File: src/rtl/spi_regbus_bridge_pkg.sv
// Shared types and constants for the SPI-to-register-bus bridge.
package spi_bridge_pkg;

  typedef enum logic [2:0] {
    IDLE,
    ADDR,
    DUMMY,
    DATA,
    DONE
  } state_t;

  localparam int PKG_ADDR_W      = 8;
  localparam int READ_FLAG_BIT   = PKG_ADDR_W - 1;
  localparam int MIN_HALF_PERIOD = 4;

  function automatic int max3(input int a, input int b, input int c);
    int m;
    m = (a > b) ? a : b;
    return (m > c) ? m : c;
  endfunction

endpackage

File: src/rtl/spi_regbus_bridge_if.sv
// Register-bus side of the bridge: single-cycle write/read strobes plus read return.
interface spi_regbus_bridge_if #(
  parameter int ADDR_W = 8,
  parameter int DATA_W = 16
);

  logic [ADDR_W-2:0] bus_addr;
  logic              bus_we;
  logic [DATA_W-1:0] bus_wdata;
  logic              bus_re;
  logic [DATA_W-1:0] bus_rdata;
  logic              bus_rvalid;

  modport master (
    output bus_addr,
    output bus_we,
    output bus_wdata,
    output bus_re,
    input  bus_rdata,
    input  bus_rvalid
  );

  modport slave (
    input  bus_addr,
    input  bus_we,
    input  bus_wdata,
    input  bus_re,
    output bus_rdata,
    output bus_rvalid
  );

endinterface

File: src/rtl/spi_regbus_bridge_pin_sync.sv
// Synchronizes the raw SPI pins into sys_clk and derives spi_clk edge pulses.
module spi_pin_sync #(
  parameter int SYNC_STAGES = 2
) (
  input  logic sys_clk,
  input  logic sys_rst,
  input  logic spi_clk,
  input  logic spi_cs_n,
  input  logic spi_mosi,
  output logic clk_rise,
  output logic clk_fall,
  output logic cs_n_s,
  output logic mosi_s
);

  logic [SYNC_STAGES-1:0] clk_sync_q, clk_sync_d;
  logic [SYNC_STAGES-1:0] cs_sync_q, cs_sync_d;
  logic [SYNC_STAGES-1:0] mosi_sync_q, mosi_sync_d;
  logic                   clk_prev_q, clk_prev_d;

  always_comb begin
    clk_sync_d  = SYNC_STAGES'({clk_sync_q, spi_clk});
    cs_sync_d   = SYNC_STAGES'({cs_sync_q, spi_cs_n});
    mosi_sync_d = SYNC_STAGES'({mosi_sync_q, spi_mosi});
    clk_prev_d  = clk_sync_q[SYNC_STAGES-1];
  end

  always_ff @(posedge sys_clk) begin
    if (sys_rst) begin
      clk_sync_q  <= '0;
      cs_sync_q   <= '0;
      mosi_sync_q <= '0;
      clk_prev_q  <= 1'b0;
    end else begin
      clk_sync_q  <= clk_sync_d;
      cs_sync_q   <= cs_sync_d;
      mosi_sync_q <= mosi_sync_d;
      clk_prev_q  <= clk_prev_d;
    end
  end

  // mosi_s comes out of the same depth of chain as the clock, so it lines up with clk_rise.
  assign clk_rise = clk_sync_q[SYNC_STAGES-1] & ~clk_prev_q;
  assign clk_fall = ~clk_sync_q[SYNC_STAGES-1] & clk_prev_q;
  assign cs_n_s   = cs_sync_q[SYNC_STAGES-1];
  assign mosi_s   = mosi_sync_q[SYNC_STAGES-1];

endmodule

File: src/rtl/spi_regbus_bridge.sv
// SPI-slave to register-bus bridge. Optional 8-bit saturating error counter
// port err_cnt is built when SPI_BRIDGE_ERR_CNT_EN is defined.
module spi_regbus_bridge
  import spi_bridge_pkg::*;
#(
  parameter int ADDR_W       = 8,
  parameter int DATA_W       = 16,
  parameter int DUMMY_CYCLES = 8,
  parameter int SYNC_STAGES  = 2
) (
  input  logic                sys_clk,
  input  logic                sys_rst,
  input  logic                spi_clk,
  input  logic                spi_cs_n,
  input  logic                spi_mosi,
  output logic                spi_miso,
  spi_regbus_bridge_if.master bus,
  output logic                frame_err
`ifdef SPI_BRIDGE_ERR_CNT_EN
  ,
  output logic [7:0]          err_cnt
`endif
);

  localparam int CNT_W = $clog2(max3(ADDR_W, DUMMY_CYCLES, DATA_W) + 1);

  logic clk_rise, cs_n_s, mosi_s;
  logic clk_fall_unused;

  spi_pin_sync #(.SYNC_STAGES(SYNC_STAGES)) u_pin_sync (
    .sys_clk  (sys_clk),
    .sys_rst  (sys_rst),
    .spi_clk  (spi_clk),
    .spi_cs_n (spi_cs_n),
    .spi_mosi (spi_mosi),
    .clk_rise (clk_rise),
    .clk_fall (clk_fall_unused),
    .cs_n_s   (cs_n_s),
    .mosi_s   (mosi_s)
  );

  state_t            state_q, state_d;
  logic [CNT_W-1:0]  cnt_q, cnt_d;
  logic [ADDR_W-2:0] addr_sr_q, addr_sr_d;
  logic [ADDR_W-2:0] addr_q, addr_d;
  logic              is_read_q, is_read_d;
  logic [DATA_W-2:0] wr_sr_q, wr_sr_d;
  logic [DATA_W-1:0] rd_sr_q, rd_sr_d;
  logic [DATA_W-1:0] wdata_q, wdata_d;
  logic              rd_ok_q, rd_ok_d;
  logic              miso_q, miso_d;
  logic              re_q, re_d;
  logic              we_q, we_d;
  logic              err_q, err_d;
  logic              cs_n_prev_q, cs_n_prev_d;
  logic [ADDR_W-1:0] addr_shift;
  logic [DATA_W-1:0] wr_word;

  assign addr_shift = {addr_sr_q, mosi_s};
  assign wr_word    = {wr_sr_q, mosi_s};

  always_comb begin
    state_d     = state_q;
    cnt_d       = cnt_q;
    addr_sr_d   = addr_sr_q;
    addr_d      = addr_q;
    is_read_d   = is_read_q;
    wr_sr_d     = wr_sr_q;
    rd_sr_d     = rd_sr_q;
    wdata_d     = wdata_q;
    rd_ok_d     = rd_ok_q;
    miso_d      = miso_q;
    re_d        = 1'b0;
    we_d        = 1'b0;
    err_d       = 1'b0;
    cs_n_prev_d = cs_n_s;

    case (state_q)
      IDLE: begin
        miso_d = 1'b0;
        // Only a falling cs_n edge starts a frame, so a cs_n held low across reset is not mistaken for one.
        if (cs_n_prev_q && !cs_n_s) begin
          state_d   = ADDR;
          cnt_d     = '0;
          addr_sr_d = '0;
          wr_sr_d   = '0;
          rd_sr_d   = '0;
          rd_ok_d   = 1'b0;
          is_read_d = 1'b0;
        end
      end

      ADDR: begin
        miso_d = 1'b0;
        if (cs_n_s) begin
          state_d = IDLE;
          err_d   = 1'b1;
        end else if (clk_rise) begin
          addr_sr_d = addr_shift[ADDR_W-2:0];
          cnt_d     = cnt_q + CNT_W'(1);
          if (cnt_q == CNT_W'(ADDR_W - 1)) begin
            is_read_d = addr_shift[ADDR_W-1];
            addr_d    = addr_shift[ADDR_W-2:0];
            re_d      = addr_shift[ADDR_W-1];
            cnt_d     = '0;
            state_d   = DUMMY;
          end
        end
      end

      DUMMY: begin
        if (cs_n_s) begin
          state_d = IDLE;
          err_d   = 1'b1;
          miso_d  = 1'b0;
        end else begin
          if (bus.bus_rvalid && is_read_q && !rd_ok_q) begin
            rd_sr_d = bus.bus_rdata;
            rd_ok_d = 1'b1;
          end
          if (clk_rise) begin
            cnt_d = cnt_q + CNT_W'(1);
            if (cnt_q == CNT_W'(DUMMY_CYCLES - 1)) begin
              cnt_d   = '0;
              state_d = DATA;
              // Data that has not arrived by the last turnaround clock is treated as late.
              if (is_read_q && !rd_ok_q) begin
                rd_sr_d = '0;
                miso_d  = 1'b0;
                err_d   = 1'b1;
              end else begin
                miso_d = rd_sr_q[DATA_W-1];
              end
            end
          end
        end
      end

      DATA: begin
        if (cs_n_s) begin
          state_d = IDLE;
          err_d   = 1'b1;
          miso_d  = 1'b0;
        end else if (clk_rise) begin
          wr_sr_d = wr_word[DATA_W-2:0];
          rd_sr_d = {rd_sr_q[DATA_W-2:0], 1'b0};
          miso_d  = rd_sr_q[DATA_W-2];
          cnt_d   = cnt_q + CNT_W'(1);
          if (cnt_q == CNT_W'(DATA_W - 1)) begin
            cnt_d   = '0;
            state_d = DONE;
            miso_d  = 1'b0;
            if (!is_read_q) begin
              we_d    = 1'b1;
              wdata_d = wr_word;
            end
          end
        end
      end

      DONE: begin
        miso_d = 1'b0;
        if (cs_n_s) begin
          state_d = IDLE;
        end
      end

      default: begin
        state_d = IDLE;
        miso_d  = 1'b0;
      end
    endcase
  end

  always_ff @(posedge sys_clk) begin
    if (sys_rst) begin
      state_q     <= IDLE;
      cnt_q       <= '0;
      addr_sr_q   <= '0;
      addr_q      <= '0;
      is_read_q   <= 1'b0;
      wr_sr_q     <= '0;
      rd_sr_q     <= '0;
      wdata_q     <= '0;
      rd_ok_q     <= 1'b0;
      miso_q      <= 1'b0;
      re_q        <= 1'b0;
      we_q        <= 1'b0;
      err_q       <= 1'b0;
      cs_n_prev_q <= 1'b0;
    end else begin
      state_q     <= state_d;
      cnt_q       <= cnt_d;
      addr_sr_q   <= addr_sr_d;
      addr_q      <= addr_d;
      is_read_q   <= is_read_d;
      wr_sr_q     <= wr_sr_d;
      rd_sr_q     <= rd_sr_d;
      wdata_q     <= wdata_d;
      rd_ok_q     <= rd_ok_d;
      miso_q      <= miso_d;
      re_q        <= re_d;
      we_q        <= we_d;
      err_q       <= err_d;
      cs_n_prev_q <= cs_n_prev_d;
    end
  end

  assign spi_miso      = miso_q;
  assign bus.bus_addr  = addr_q;
  assign bus.bus_we    = we_q;
  assign bus.bus_wdata = wdata_q;
  assign bus.bus_re    = re_q;

`ifdef SPI_BRIDGE_ERR_CNT_EN
  logic [7:0] err_cnt_q, err_cnt_d;

  always_comb begin
    err_cnt_d = err_cnt_q;
    if (err_q && (err_cnt_q != 8'hFF)) begin
      err_cnt_d = err_cnt_q + 8'd1;
    end
  end

  always_ff @(posedge sys_clk) begin
    if (sys_rst) begin
      err_cnt_q <= 8'd0;
    end else begin
      err_cnt_q <= err_cnt_d;
    end
  end

  assign err_cnt   = err_cnt_q;
  assign frame_err = err_q;
`else
  assign frame_err = err_q;
`endif

endmodule

File: src/flat_wrapper.sv
// flat-port wrapper written by rule: the top's interface ports become plain ports
module spi_regbus_bridge_flat import spi_bridge_pkg::*;
#(
  parameter int ADDR_W       = 8,
  parameter int DATA_W       = 16,
  parameter int DUMMY_CYCLES = 8,
  parameter int SYNC_STAGES  = 2
)
  (sys_clk, sys_rst, spi_clk, spi_cs_n, spi_mosi, spi_miso, frame_err, bus_bus_addr, bus_bus_we, bus_bus_wdata, bus_bus_re, bus_bus_rdata, bus_bus_rvalid);
  spi_regbus_bridge_if #(.ADDR_W(ADDR_W), .DATA_W(DATA_W)) bus_i ();
  input  logic sys_clk;
  input  logic sys_rst;
  input  logic spi_clk;
  input  logic spi_cs_n;
  input  logic spi_mosi;
  output logic spi_miso;
  output logic frame_err;
  output wire logic [$bits(bus_i.bus_addr)-1:0] bus_bus_addr;
  output wire logic [$bits(bus_i.bus_we)-1:0] bus_bus_we;
  output wire logic [$bits(bus_i.bus_wdata)-1:0] bus_bus_wdata;
  output wire logic [$bits(bus_i.bus_re)-1:0] bus_bus_re;
  input wire logic [$bits(bus_i.bus_rdata)-1:0] bus_bus_rdata;
  input wire logic [$bits(bus_i.bus_rvalid)-1:0] bus_bus_rvalid;
  assign bus_bus_addr = bus_i.bus_addr;
  assign bus_bus_we = bus_i.bus_we;
  assign bus_bus_wdata = bus_i.bus_wdata;
  assign bus_bus_re = bus_i.bus_re;
  assign bus_i.bus_rdata = bus_bus_rdata;
  assign bus_i.bus_rvalid = bus_bus_rvalid;
  spi_regbus_bridge #(.ADDR_W(ADDR_W), .DATA_W(DATA_W), .DUMMY_CYCLES(DUMMY_CYCLES), .SYNC_STAGES(SYNC_STAGES)) u_core (.sys_clk(sys_clk), .sys_rst(sys_rst), .spi_clk(spi_clk), .spi_cs_n(spi_cs_n), .spi_mosi(spi_mosi), .spi_miso(spi_miso), .bus(bus_i), .frame_err(frame_err));
endmodule
File: config.mk
export PLATFORM = sky130hd
export DESIGN_NAME = spi_regbus_bridge_flat
export DESIGN_NICKNAME = d
export VERILOG_FILES = /design/src/rtl/spi_regbus_bridge_pkg.sv /design/src/rtl/spi_regbus_bridge_if.sv /design/src/rtl/spi_regbus_bridge_pin_sync.sv /design/src/rtl/spi_regbus_bridge.sv /design/src/flat_wrapper.sv
export SDC_FILE = /design/constraint.sdc
export NUM_CORES = 1
export LEC_CHECK = 0
export CAP_MARGIN = 20
export CELL_PAD_IN_SITES_DETAIL_PLACEMENT = 1
export CELL_PAD_IN_SITES_GLOBAL_PLACEMENT = 2
export CORE_ASPECT_RATIO = 0.6
export CORE_MARGIN = 10
export CORE_UTILIZATION = 33
export DETAILED_ROUTE_END_ITERATION = 6
export GPL_TIMING_DRIVEN = 0
export PLACE_DENSITY = 0.84
export SLEW_MARGIN = 10
export SYNTH_ARGS = -nofsm -noshare
export SYNTH_HDL_FRONTEND = slang
export SYNTH_SLANG_ARGS = --single-unit
export TNS_END_PERCENT = 50
File: constraint.sdc
create_clock -name sys_clk -period 2.65 [get_ports sys_clk]
set_clock_uncertainty 0.1 [all_clocks]
set_input_delay 0.53 -clock sys_clk [delete_from_list [all_inputs] [get_ports sys_clk]]
set_output_delay 0.53 -clock sys_clk [all_outputs]
set_load 0.01 [all_outputs]
==> summary.txt <==
Run status
  • Status: finished clean

Drt
  • Pre-antenna DRT Iters: 4
  • Routed WL per cell: 18.5 um
  • Post-DRT Antenna Nets: 0
  • DRC Markers: 0
  • Routed vias: approximately 3100
  • Post-Route WL: 11200 um
  • Initial detailed-routing violation count: 200
  • Vias/cell: 5.18

Synthesis
  • FFs w/ async S/R, synth: 0%
  • Sequential area share after synthesis: 46.4%
  • Distinct cells, synth: 45
  • Cells after synthesis: 401
  • Syn_area_per_cell: 8.93 um2
  • Synth Warn #: 0
  • Post-Syn Nets: 426
  • Cell Area, Synth: 3580 um2
  • Post-synth top flop: dfxtp_1
  • Synth Register Bits: 83
  • Post-synth EDFFs: 0

GRT
  • Grt total ovfl: 0
  • Largest net degree at the start of global routing: 15
  • Number of global-route vias before repair: 3351
  • First-pass GRT wire length: 18700 um
  • Total track usage: between 10% and 20%
  • Initial antenna violation count: 0

Power
  • Peak supply drop: 0.340 mV
  • LEAKAGE: 1.84 nW
  • Pwr dens: 604 nW/um2

Place
  • Placed cells: slightly below 600
  • # port buffers: 48
  • RePlAce Congestion: 0.842
  • Final HPWL DP: 8240 um

Hold path
  • Min-Delay Path Class: register to register
  • Hold Path Stages: 1

Final layout
  • Most frequent cells in the layout: dfxtp_1 (83), clkdlybuf4s50_1 (48), nor2_1 (43)
  • Non-filler cells in the finished layout: 604
  • Commonest non-fill, non-tap cell in the layout: dfxtp_1
  • Fill count: 1253
  • Ant diodes: 0
  • Layout area overhead: 27.0%
  • Final nets: just under 500
  • Layout cells sized above 1: 7.53%
  • Fin util: 42.9%

Worst setup path
  • Crit Path Max Fanout: 10
  • CP Capture Type: register
  • Req. time, crit path: 2.75 ns
  • CP arrival: around 2.6 ns
  • FF-to-FF path depth: 8
  • Crit path kind: register to register
  • CP peak stage delay: 0.35 ns
  • Setup crit start kind: register
  • CP Cell Sequence: ha_1, and3_1, ha_1, nand3b_1, buf_2, buf_2, mux2i_1, nor2_1
  • CP max stage cell: dfxtp_1

Floorplanning
  • Site Rows: 29
  • Initial core utilization: 33.8%
  • I/O Pins: 49
  • Core Region: 10600 um2
  • Die area: 15600 um2
  • Die width: between 150 and 200 um
  • Die height: 101 um

STA
  • Final setup TNS: 0 ns
  • Max-slew violations: 0
  • Period utilization: around 92%
  • Finish-stage setup viols: 0
  • Final hold vios: 0
  • Slew @ Worst Pin: 0.723 ns
  • Max Freq: roughly 0.41 GHz
  • RSZ-0062 raised after global routing: false
  • Max-Slew Margin vs Limit: between 50% and 60%
  • Min Tclk post-route: between 2 and 2.5 ns

Clock tree
  • Worst-Skew Late Latency: between 0.3 and 0.4 ns
  • Clock slew at reported path FFs: 0.06 ns
  • Total clock buffers created by CTS: 9
  • CTS tree: done
  • Longest Clk Path Bufs: 2
  • CTS H-tree depth: 3
  • CTS sink cnt: 83
  • Root Driver: clkbuf_16

Job
  • Number of max-cap violations: 0
## cell families after synthesis
logic type                 count (synthesis)  share of synthesized area [%]
AOI/OAI and AO/OA                        106                           19.8
adders and majority gates                  3                           1.05
buffers and inverters                     46                           5.69
DFF                                       83                           46.4
muxes                                     26                           7.27
and+or+nand+nor                          137                           19.8
## sequential cells by signal (all words and copies together) (netlist names), 2 cells and up
name,count
u_core.addr_sr_q,7
u_core.u_pin_sync.mosi_sync_q,2
u_core.wr_sr_q,15
u_core.bus.bus_wdata,16
u_core.state_q,3
u_core.bus.bus_addr,7
u_core.rd_sr_q,16
u_core.cnt_q,5
u_core.u_pin_sync.clk_sync_q,2
u_core.u_pin_sync.cs_sync_q,2
## stage by stage
step | power [mW] | cell area (um2) | setup WS [ns] | hold WS (ns)
after detailed placement | 1.47 | 4240 | -0.184 | 0.331
after CTS | 2.79 | 4550 | 0.121 | 0.346
final | 2.75 | 4550 | 0.201 | 0.343
after floorplan | 1.39 | 3580 | 0.591 | 0.314
after global routing | 2.85 | 4550 | 0.0255 | 0.369
after global placement | 1.46 | 4240 | -0.139 | 0.320
## power breakdown
part	leakage [nW]	internal [mW]	switching (mW)	total, mW
Sequential	0.670	1.26	0.0109	1.27
Combinational	1.02	0.0695	0.107	0.176
Clock	0.150	0.789	0.517	1.31
Total	1.84	2.11	0.635	2.75
## critical path: cells and delay by family, from the launching register on
kind / cells / cell delay [ns]
adders and majority gates: 2 / 0.61
buffers and inverters: 2 / 0.61
DFF: 1 / 0.35
muxes: 1 / 0.22
and+or+nand+nor: 3 / 0.41
## layer usage
| layer | vias up | track usage (%) | part of all wire [%] | wire length [um] |
|---|---|---|---|---|
| li1 | 1544 | - | - | - |
| met4 | 0 | 3.18 | 0.56 | 63 |
| met2 | 55 | 21.2 | 42 | 4700 |
| met5 | - | 0 | 0 | 0 |
| met3 | 8 | 4.77 | 6.2 | 692 |
| met1 | 1524 | 21.4 | 51 | 5730 |
## Yosys cell counts (all sizes together) (2+ instances only)
| master | instances | area [um2] |
|---|---|---|
| o211ai | 2 | 15.0 |
| o21ai | 20 | 100 |
| clkbuf | 16 | 60.1 |
| nand3 | 6 | 30.0 |
| nor2 | 44 | 168 |
| nor3 | 10 | 50.1 |
| ha | 3 | 37.5 |
| a31oi | 4 | 25.0 |
| a211oi | 2 | 15.0 |
| nand3b | 5 | 37.5 |
| a32oi | 2 | 17.5 |
| a311oi | 12 | 105 |
| nand2 | 35 | 131 |
| or3 | 3 | 18.8 |
| inv | 17 | 63.8 |
| dfxtp | 83 | 1660 |
| nand2b | 6 | 37.5 |
| o31ai | 2 | 15.0 |
| mux2i | 26 | 260 |
| or2 | 2 | 12.5 |
| a21oi | 34 | 170 |
| and3b | 2 | 17.5 |
| buf | 13 | 80.1 |
| a22o | 21 | 184 |
| nor2b | 10 | 62.6 |
| nor4 | 5 | 50.1 |
| and3 | 2 | 12.5 |
## final timing paths
kind | start | endpoint | slack, ns
worst max-delay path | u_core.cnt_q[0] | u_core.bus.bus_wdata[11] | 0.20
worst min-delay path | u_core.u_pin_sync.cs_sync_q[0] | u_core.u_pin_sync.cs_sync_q[1] | 0.34
worst max register to register | u_core.cnt_q[0] | u_core.bus.bus_wdata[11] | 0.20
worst min register to register | u_core.u_pin_sync.cs_sync_q[0] | u_core.u_pin_sync.cs_sync_q[1] | 0.34
## what timing repair did
action | 4_1_cts | 5_1_grt
hold buffers | 0 | 0
resized for setup | 0 | 2
setup endpoints to repair | 0 | 3
buffers inserted | 0 | 0
## layout make-up
class / instances / area, um2 / share of cell area (%)
sequential: 83 / 1660 / 36.5
buffer: 29 / 141 / 3.11
clock buffer: 12 / 256 / 5.64
tap: 139 / 174 / 3.82
clock inverter: 4 / 55.1 / 1.21
timing repair buffer: 48 / 480 / 10.6
inverter: 17 / 63.8 / 1.40
multi-input combinational: 272 / 1720 / 37.7
Note: power is estimated with default switching activity, not from simulation.
